<file path="src/rtl/led_display_mode_sequencer.sv">
// Playlist sequencer for led_display_pattern_gen: picks mode/colour from buttons or a dwell timer
// and defers every mode change to a frame boundary so a frame never mixes two patterns.
module led_display_mode_sequencer #(
    parameter int SYS_CLK_FREQ = 100_000_000,
    parameter bit SIMULATION   = 1'b0,
    parameter int DWELL_CYCLES = 500_000_000,
    parameter int PEND_TIMEOUT = 65_536
) (
    input  logic       clk_in,
    input  logic       reset_in,
    input  logic       btn_next_in,
    input  logic       btn_prev_in,
    input  logic       auto_en_in,
    input  logic [2:0] colour_sw_in,
    input  logic       row_valid_in,
    input  logic [3:0] row_address_in,
    output logic [3:0] mode_out,
    output logic [2:0] colour_out,
    output logic [2:0] step_out,
    output logic       mode_change_out
);

    // A DWELL_CYCLES of 0 falls back to a 5 s dwell derived from the clock frequency.
    localparam int DWELL_BASE  = (DWELL_CYCLES > 0) ? DWELL_CYCLES : 5 * SYS_CLK_FREQ;
    localparam int DWELL_EFF   = SIMULATION ? 2000 : DWELL_BASE;
    localparam int TIMEOUT_EFF = SIMULATION ? 256 : PEND_TIMEOUT;
    localparam logic [31:0] DWELL_LAST = 32'(DWELL_EFF - 1);
    localparam logic [31:0] PEND_LAST  = 32'(TIMEOUT_EFF - 1);

    typedef enum logic [1:0] {
        ST_RUN   = 2'd0,
        ST_PEND  = 2'd1,
        ST_APPLY = 2'd2
    } state_t;

    state_t      state_reg, state_next;
    logic [2:0]  step_reg, step_next;
    logic [2:0]  target_reg, target_next;
    logic [3:0]  mode_reg, mode_next;
    logic [2:0]  colour_reg, colour_next;
    logic [2:0]  auto_colour_reg, auto_colour_next;
    logic [31:0] dwell_reg, dwell_next;
    logic [31:0] pend_timer_reg, pend_timer_next;

    logic frame_boundary;
    logic btn_any;
    logic dwell_expire;
    logic req_fwd;
    logic req_back;

    function automatic logic [2:0] step_inc(input logic [2:0] s);
        return (s == 3'd4) ? 3'd0 : s + 3'd1;
    endfunction

    function automatic logic [2:0] step_dec(input logic [2:0] s);
        return (s == 3'd0) ? 3'd4 : s - 3'd1;
    endfunction

    function automatic logic [3:0] playlist(input logic [2:0] s);
        logic [3:0] m;
        case (s)
            3'd1:    m = 4'd1;
            3'd2:    m = 4'd7;
            3'd3:    m = 4'd8;
            3'd4:    m = 4'd9;
            default: m = 4'd0;
        endcase
        return m;
    endfunction

    assign frame_boundary = row_valid_in && (row_address_in == 4'hF);
    assign btn_any        = btn_next_in | btn_prev_in;
    // Any button activity (even a cancelled next+prev pair) discards a coincident dwell expiry.
    assign dwell_expire   = (state_reg == ST_RUN) && auto_en_in && (dwell_reg == DWELL_LAST) && !btn_any;
    assign req_fwd        = (btn_next_in & ~btn_prev_in) | dwell_expire;
    assign req_back       = btn_prev_in & ~btn_next_in;

    always_comb begin
        state_next       = state_reg;
        step_next        = step_reg;
        target_next      = target_reg;
        mode_next        = mode_reg;
        auto_colour_next = auto_colour_reg;
        dwell_next       = 32'd0;
        pend_timer_next  = 32'd0;
        case (state_reg)
            ST_RUN: begin
                if (req_fwd) begin
                    target_next = step_inc(step_reg);
                    state_next  = ST_PEND;
                end else if (req_back) begin
                    target_next = step_dec(step_reg);
                    state_next  = ST_PEND;
                end else if (auto_en_in) begin
                    dwell_next = dwell_reg + 32'd1;
                end
            end
            ST_PEND: begin
                pend_timer_next = pend_timer_reg + 32'd1;
                if (req_fwd) begin
                    target_next = step_inc(target_reg);
                end else if (req_back) begin
                    target_next = step_dec(target_reg);
                end
                if (frame_boundary || (pend_timer_reg == PEND_LAST)) begin
                    pend_timer_next = 32'd0;
                    if (target_next != step_reg) begin
                        state_next = ST_APPLY;
                        step_next  = target_next;
                        mode_next  = playlist(target_next);
                        // Auto colour advances once per full playlist lap, skipping 0 (black).
                        if (auto_en_in && (step_reg == 3'd4) && (target_next == 3'd0)) begin
                            auto_colour_next = (auto_colour_reg == 3'd7) ? 3'd1 : auto_colour_reg + 3'd1;
                        end
                    end else begin
                        state_next = ST_RUN;
                    end
                end
            end
            ST_APPLY: begin
                state_next = ST_RUN;
            end
            default: begin
                state_next = ST_RUN;
            end
        endcase
        colour_next = auto_en_in ? auto_colour_next : colour_sw_in;
    end

    always_ff @(posedge clk_in) begin
        if (reset_in) begin
            state_reg       <= ST_RUN;
            step_reg        <= 3'd0;
            target_reg      <= 3'd0;
            mode_reg        <= 4'd0;
            colour_reg      <= 3'b001;
            auto_colour_reg <= 3'b001;
            dwell_reg       <= 32'd0;
            pend_timer_reg  <= 32'd0;
        end else begin
            state_reg       <= state_next;
            step_reg        <= step_next;
            target_reg      <= target_next;
            mode_reg        <= mode_next;
            colour_reg      <= colour_next;
            auto_colour_reg <= auto_colour_next;
            dwell_reg       <= dwell_next;
            pend_timer_reg  <= pend_timer_next;
        end
    end

    assign mode_out        = mode_reg;
    assign colour_out      = colour_reg;
    assign step_out        = step_reg;
    assign mode_change_out = (state_reg == ST_APPLY);

endmodule

</file>
<file path="config.mk">
export PLATFORM = sky130hd
export DESIGN_NAME = led_display_mode_sequencer
export DESIGN_NICKNAME = d
export VERILOG_FILES = /design/src/rtl/led_display_mode_sequencer.sv
export SDC_FILE = /design/constraint.sdc
export NUM_CORES = 1
export LEC_CHECK = 0
export CAP_MARGIN = 20
export CORE_MARGIN = 2
export CORE_UTILIZATION = 40
export DETAILED_ROUTE_END_ITERATION = 10
export HOLD_SLACK_MARGIN = 0.15
export RECOVER_POWER = 25
export SLEW_MARGIN = 40
export SYNTH_ARGS = -nofsm -noshare
export SYNTH_HDL_FRONTEND = slang
export SYNTH_SLANG_ARGS = --single-unit
</file>
<file path="constraint.sdc">
create_clock -name clk_in -period 3.9 [get_ports clk_in]
set_clock_uncertainty 0.2 [all_clocks]
set_input_delay 0.78 -clock clk_in [delete_from_list [all_inputs] [get_ports clk_in]]
set_output_delay 0.78 -clock clk_in [all_outputs]
set_load 0.05 [all_outputs]
</file>
==> impl_metrics.tcl, run 1 <==
set metrics [dict create \
    status "finished clean" \
    synth_flop_cell "dfxtp_1" \
    crit_type "input port to flip-flop" \
    htreeDepth 3 \
    grt-ovfl-total 0 \
    area_growth_pct 14.15 \
    dr.pass1.iters 4 \
    dp_hpwl_um 5901 \
    grt_pass1_wl_um 14460 \
    timing.final.ws_setup_ps 519.2 \
    hold_start "pend_timer_reg[0]" \
    fmax_mhz 295.8 \
    finalHoldViolations 0 \
    timing.final.crit_period_ps 3381 \
    drc 0 \
    ant_nets 0 \
    place_ws_ps 178.5 \
    setup_viol 0 \
    cap_violations 0 \
    hold_ws_ps 268.4 \
    min_path_cells 1 \
    avgSynthCellArea_um2 8.385 \
    die_x_um 104.9 \
    timing.rr.end "pend_timer_reg[30]" \
    cts.sink_count 81 \
    dieArea_um2 11010 \
    core_region_area_um2 9819 \
    n_antenna_cell 0 \
    cts_hold_buf 0 \
    slew_viol_final 0 \
    place_inst 629 \
    rsz0062_at_grt "no" \
    synth-async-reset-ratio_pct 0 \
    syn_area_um2 4075 \
    grt_max_degree 33 \
    drt_iter0_markers 150 \
    yosysSeqAreaShare_pct 39.79 \
    cts_root_buffer "clkbuf_8" \
    final_nets 531 \
    cts_tree "yes" \
    ys_ff_latch 81 \
    tightest_slew_ps 1322 \
    peakVddDrop_mv 0.2172 \
    numCtsBuffers 9 \
    grt_pass1_vias 3174 \
    boundaryPins 24 \
    synth_edf_count 0 \
    ctsResizeCount 0 \
    vias 3353 \
    clk_pin_slew_ps 80 \
    cp_data_arrival_time_ps 3470 \
    rr_worst_depth 6 \
    p_leak_uw 0.001619 \
    antenna_found_initial 0 \
    synthCells 486 \
    stdcell_count 645 \
    wl_per_cell_um 12.83 \
    rows 36 \
    track_usage_pct 15.65 \
    clk_latency_ps 350 \
    end_kind "flip-flop" \
    clock_path_buffers 2 \
    r2r_start "pend_timer_reg[3]" \
    hold_path_class "flip-flop to flip-flop" \
    synth_cell_type_count 53 \
    fin_util_pct 47.38 \
    drt-total-wl_um 8276 \
    cp.required_ps 3990 \
    drive_gt1_share_pct 5.469 \
    min_to "pend_timer_reg[0]" \
    die_y_um 104.9 \
    rrSetupSlack_ps 740 \
    synth_fp_nets 510 \
    fin_setup_tns_ps 0 \
    cp-start-kind "input port" \
    synth_warnings 0 \
    initial_utilization_pct 41.50 \
    routabilityCongestion 0.8108 \
    slew_headroom_pct 11.83 \
    crit_path_max_fanout 8 \
    io_buffers 23 \
    fin_crit_sh_pct 86.69 \
    via_per_inst 5.198 \
    postCtsSetupBuffers 0 \
    power.density_nw_per_um2 359.0 \
]
[per-stage QoR]
stage	area [µm²]	total power [µW]
floorplan	4075	970.3
global placement	4437	1013
detailed placement	4437	1015
CTS	4656	1690
global route	4652	1737
finish	4652	1670
[layer usage]
metal | vias to the layer above | global-route usage, % | share of wire (%)
met5 | - | 0 | 0
met4 | 0 | 4.571 | 0.83
met3 | 8 | 3.618 | 3.5
met2 | 48 | 26.35 | 48
met1 | 1576 | 19.97 | 48
li1 | 1721 | - | -
[worst max-delay path: stages]
cell	delay [ps]
clkdlybuf4s50_1	530
nand4bb_1	160
nor4_4	330
nand3_1	230
a31oi_1	330
a21oi_1	140
o211a_2	340
or4_1	490
a21oi_1	140
[report_power, final]
part	internal, µW	total [µW]	switching [µW]
clock	364	675	310
combinational	60.2	151	91.0
sequential	834	844	10.4
total	1260	1670	412
[worst max path at each step]
stage | slack (ps) | to | startpoint
6_report | 520 | mode_out[2] | auto_en_in
5_1_grt | 290 | pend_timer_reg[19] | pend_timer_reg[3]
4_1_cts | 550 | mode_out[2] | auto_en_in
3_5_place_dp | 180 | mode_out[2] | auto_en_in
3_3_place_gp | 290 | colour_out[1] | auto_en_in
2_1_floorplan | 720 | mode_out[2] | auto_en_in
[cell usage in the layout, fill, tap and decap left out, types with 11 or more instances in the layout]
cell type | netlist | final
a21oi_1 | 13 | 13
and3_1 | 16 | 16
clkdlybuf4s50_1 | 0 | 13
dfxtp_1 | 81 | 81
ha_1 | 11 | 11
inv_1 | 13 | 13
nand2_1 | 34 | 34
nand3_1 | 33 | 33
nand4_1 | 15 | 15
nor2_1 | 91 | 91
nor3_1 | 15 | 15
o21ai_0 | 11 | 11
xnor2_1 | 20 | 20
xor2_1 | 41 | 41
[area by class of cell]
cell class              instances  area (µm²)
clock inverters                 6       91.34
inverters                      13       48.80
repair buffers                 28       264.0
well taps                     133       166.4
fillers                       983        5167
multi-input cells             374        2332
clock buffers                  10       127.6
flip-flops and latches         81        1622
[synthesized netlist by cell type (13+ instances only)]
cell type,number,area (µm²)
nor2_1,91,341.6
dfxtp_1,81,1622
xor2_1,41,359.1
nand2_1,34,127.6
nand3_1,33,165.2
xnor2_1,20,175.2
and3_1,16,100.1
clkbuf_1,15,56.30
nand4_1,15,93.84
nor3_1,15,75.07
a21oi_1,13,65.06
inv_1,13,48.80
[logic make-up after synthesis]
kind of cell	count (synthesis)	synth area share [%]
xor gates and xnor gates	61	13.11
buffers and inverters	31	2.978
DFF	81	39.79
AOI/OAI and AO/OA	51	8.843
adders and majority gates	11	3.377
and+or+nand+nor	244	30.18
muxes	7	1.719
No activity file was read; power rests on OpenSTA's default activity.
==> inputs of run 2 (changes only) <==
Settings changed: ABC_CLOCK_PERIOD_IN_PS set to 3900.
==> results of run 2 <==
Final layout, timing and power as in run 1 (identical DEF).
==> inputs of run 3 (changes only) <==
Settings changed: CORE_MARGIN 2 to not set, PLACE_DENSITY set to 0.67.
==> run 3 against run 2 <==
Net effect:
- sequential share of layout area is 0.075 points higher
- largest cell class unchanged
- critical endpoint unchanged
- via count grew 1.3%
- cell count stayed put
- fmax grew 1.8%
- final area shrank 0.22%
- utilization down 0.10 points
- setup slack gained 58 ps
==> impl_metrics.tcl, run 3 (same netlist as run 1, synthesis figures left out) <==
set metrics [dict create \
    numCtsBuffers 9 \
    layout_common_cells "nor2_1 (91), dfxtp_1 (81), xor2_1 (41)" \
    initial_utilization_pct 41.50 \
    clock_path_buffers 2 \
    p_leak_uw 0.001604 \
    grt_max_degree 33 \
    slowest_stage "clkdlybuf4s50_1" \
    cts_tree "yes" \
    grt_pass1_wl_um 13750 \
    antenna_found_initial 0 \
    core_region_area_um2 9819 \
    hold_path_class "flip-flop to flip-flop" \
    drive_gt1_share_pct 5.664 \
    n_antenna_cell 0 \
    cp-start-kind "input port" \
    power.share.clock_pct 39.5 \
    clk_pin_slew_ps 100 \
    rows 36 \
    dr.pass1.iters 4 \
    rsz0062_at_grt "no" \
    cts.sink_count 81 \
    cp_data_arrival_time_ps 3430 \
    switching_power_uw 438.8 \
    cts_root_buffer "clkbuf_8" \
    ctsResizeCount 0 \
    fin_setup_tns_ps 0 \
    timing.final.crit_period_ps 3323 \
    fmax_mhz 301.0 \
    place_inst 629 \
    final_nets 531 \
    die_y_um 102.9 \
    boundaryPins 24 \
    track_usage_pct 16.44 \
    end_kind "flip-flop" \
    cap_violations 0 \
    final_common_cell "nor2_1" \
    tightest_slew_ps 1330 \
    comb_power_share_pct 9.1 \
    grt_pass1_vias 3117 \
    vias 3397 \
    postCtsSetupBuffers 0 \
    via_per_inst 5.267 \
    grt-ovfl-total 0 \
    area_growth_pct 13.91 \
    dieArea_um2 10600 \
    status "finished clean" \
    slew_headroom_pct 11.34 \
    htreeDepth 3 \
    clk_latency_ps 370 \
    hold_ws_ps 263.1 \
    cp.required_ps 4010 \
    drt-total-wl_um 8325 \
    die_x_um 102.9 \
    max_stage_delay_ps 510 \
    dp_hpwl_um 6008 \
    worst-path-buf-inv 1 \
    peakVddDrop_mv 0.1799 \
    seq_power_share_pct 51.4 \
    ant_nets 0 \
    power.density_nw_per_um2 353.8 \
    cts_hold_buf 0 \
    wl_per_cell_um 12.91 \
    crit_type "input port to flip-flop" \
    critPathTopFamily "simple AND/OR/NAND/NOR gates" \
    fin_crit_sh_pct 85.19 \
    stdcell_count 645 \
    setup_viol 0 \
    slew_viol_final 0 \
    path_cells "clkdlybuf4s50_1, nand4bb_1, nor4_4, nand3_1, a31oi_1, a21oi_1, o211a_2, or4_1, a21oi_1" \
    drc 0 \
    crit_path_max_fanout 8 \
    finalHoldViolations 0 \
    switching_share_pct 26.72 \
    drt_iter0_markers 118 \
    routabilityCongestion 0.8324 \
    p_int_uw 1203 \
    io_buffers 23 \
    crit_top_cell "a21oi_1" \
]
## run 3: layout make-up
cell class              count  area (µm²)
clock buffers               9       123.9
repair buffers             28       264.0
fillers                   990        5177
multi-input cells         374        2332
clock inverters             7       85.08
flip-flops and latches     81        1622
inverters                  13       48.80
well taps                 133       166.4
## run 3: path summary, 6_finish.rpt
| path | start | endpoint | slack [ps] | cells past startpoint |
|---|---|---|---|---|
| worst min-delay path | pend_timer_reg[0] | pend_timer_reg[0] | 260 | 1 |
| worst min register to register | pend_timer_reg[0] | pend_timer_reg[0] | 260 | 1 |
| worst max register to register | pend_timer_reg[3] | pend_timer_reg[6] | 730 | 6 |
| worst max-delay path | auto_en_in | mode_out[2] | 580 | 9 |
## run 3: metal layers
metal | share of wire, % | wire length, µm | track usage [%] | vias to the layer above
met5 | 0 | 0 | 0 | -
met4 | 1.8 | 150 | 7.259 | 0
met3 | 3.2 | 264 | 3.593 | 13
met2 | 47 | 3883 | 26.51 | 59
met1 | 48 | 4027 | 21.13 | 1597
li1 | - | - | - | 1728
## run 3: per-stage QoR
step	worst slack, ps	total power [µW]	cell area (µm²)	utilization, %
after CTS	588.4	1657	4646	47.31
after floorplan	719.2	970.3	4075	-
after detailed placement	211.8	1013	4437	45.18
after global routing	379.5	1704	4642	47.27
final	577.4	1642	4642	47.27
after global placement	308.0	1012	4437	45.18
## run 3: power by group through the flow
stage	Sequential, µW	Combinational, µW	Clock (µW)
6_report	844	150	648
5_1_grt	846	167	692
4_1_cts	844	150	662
3_5_place_dp	864	149	0
3_3_place_gp	863	148	0
2_1_floorplan	866	104	0
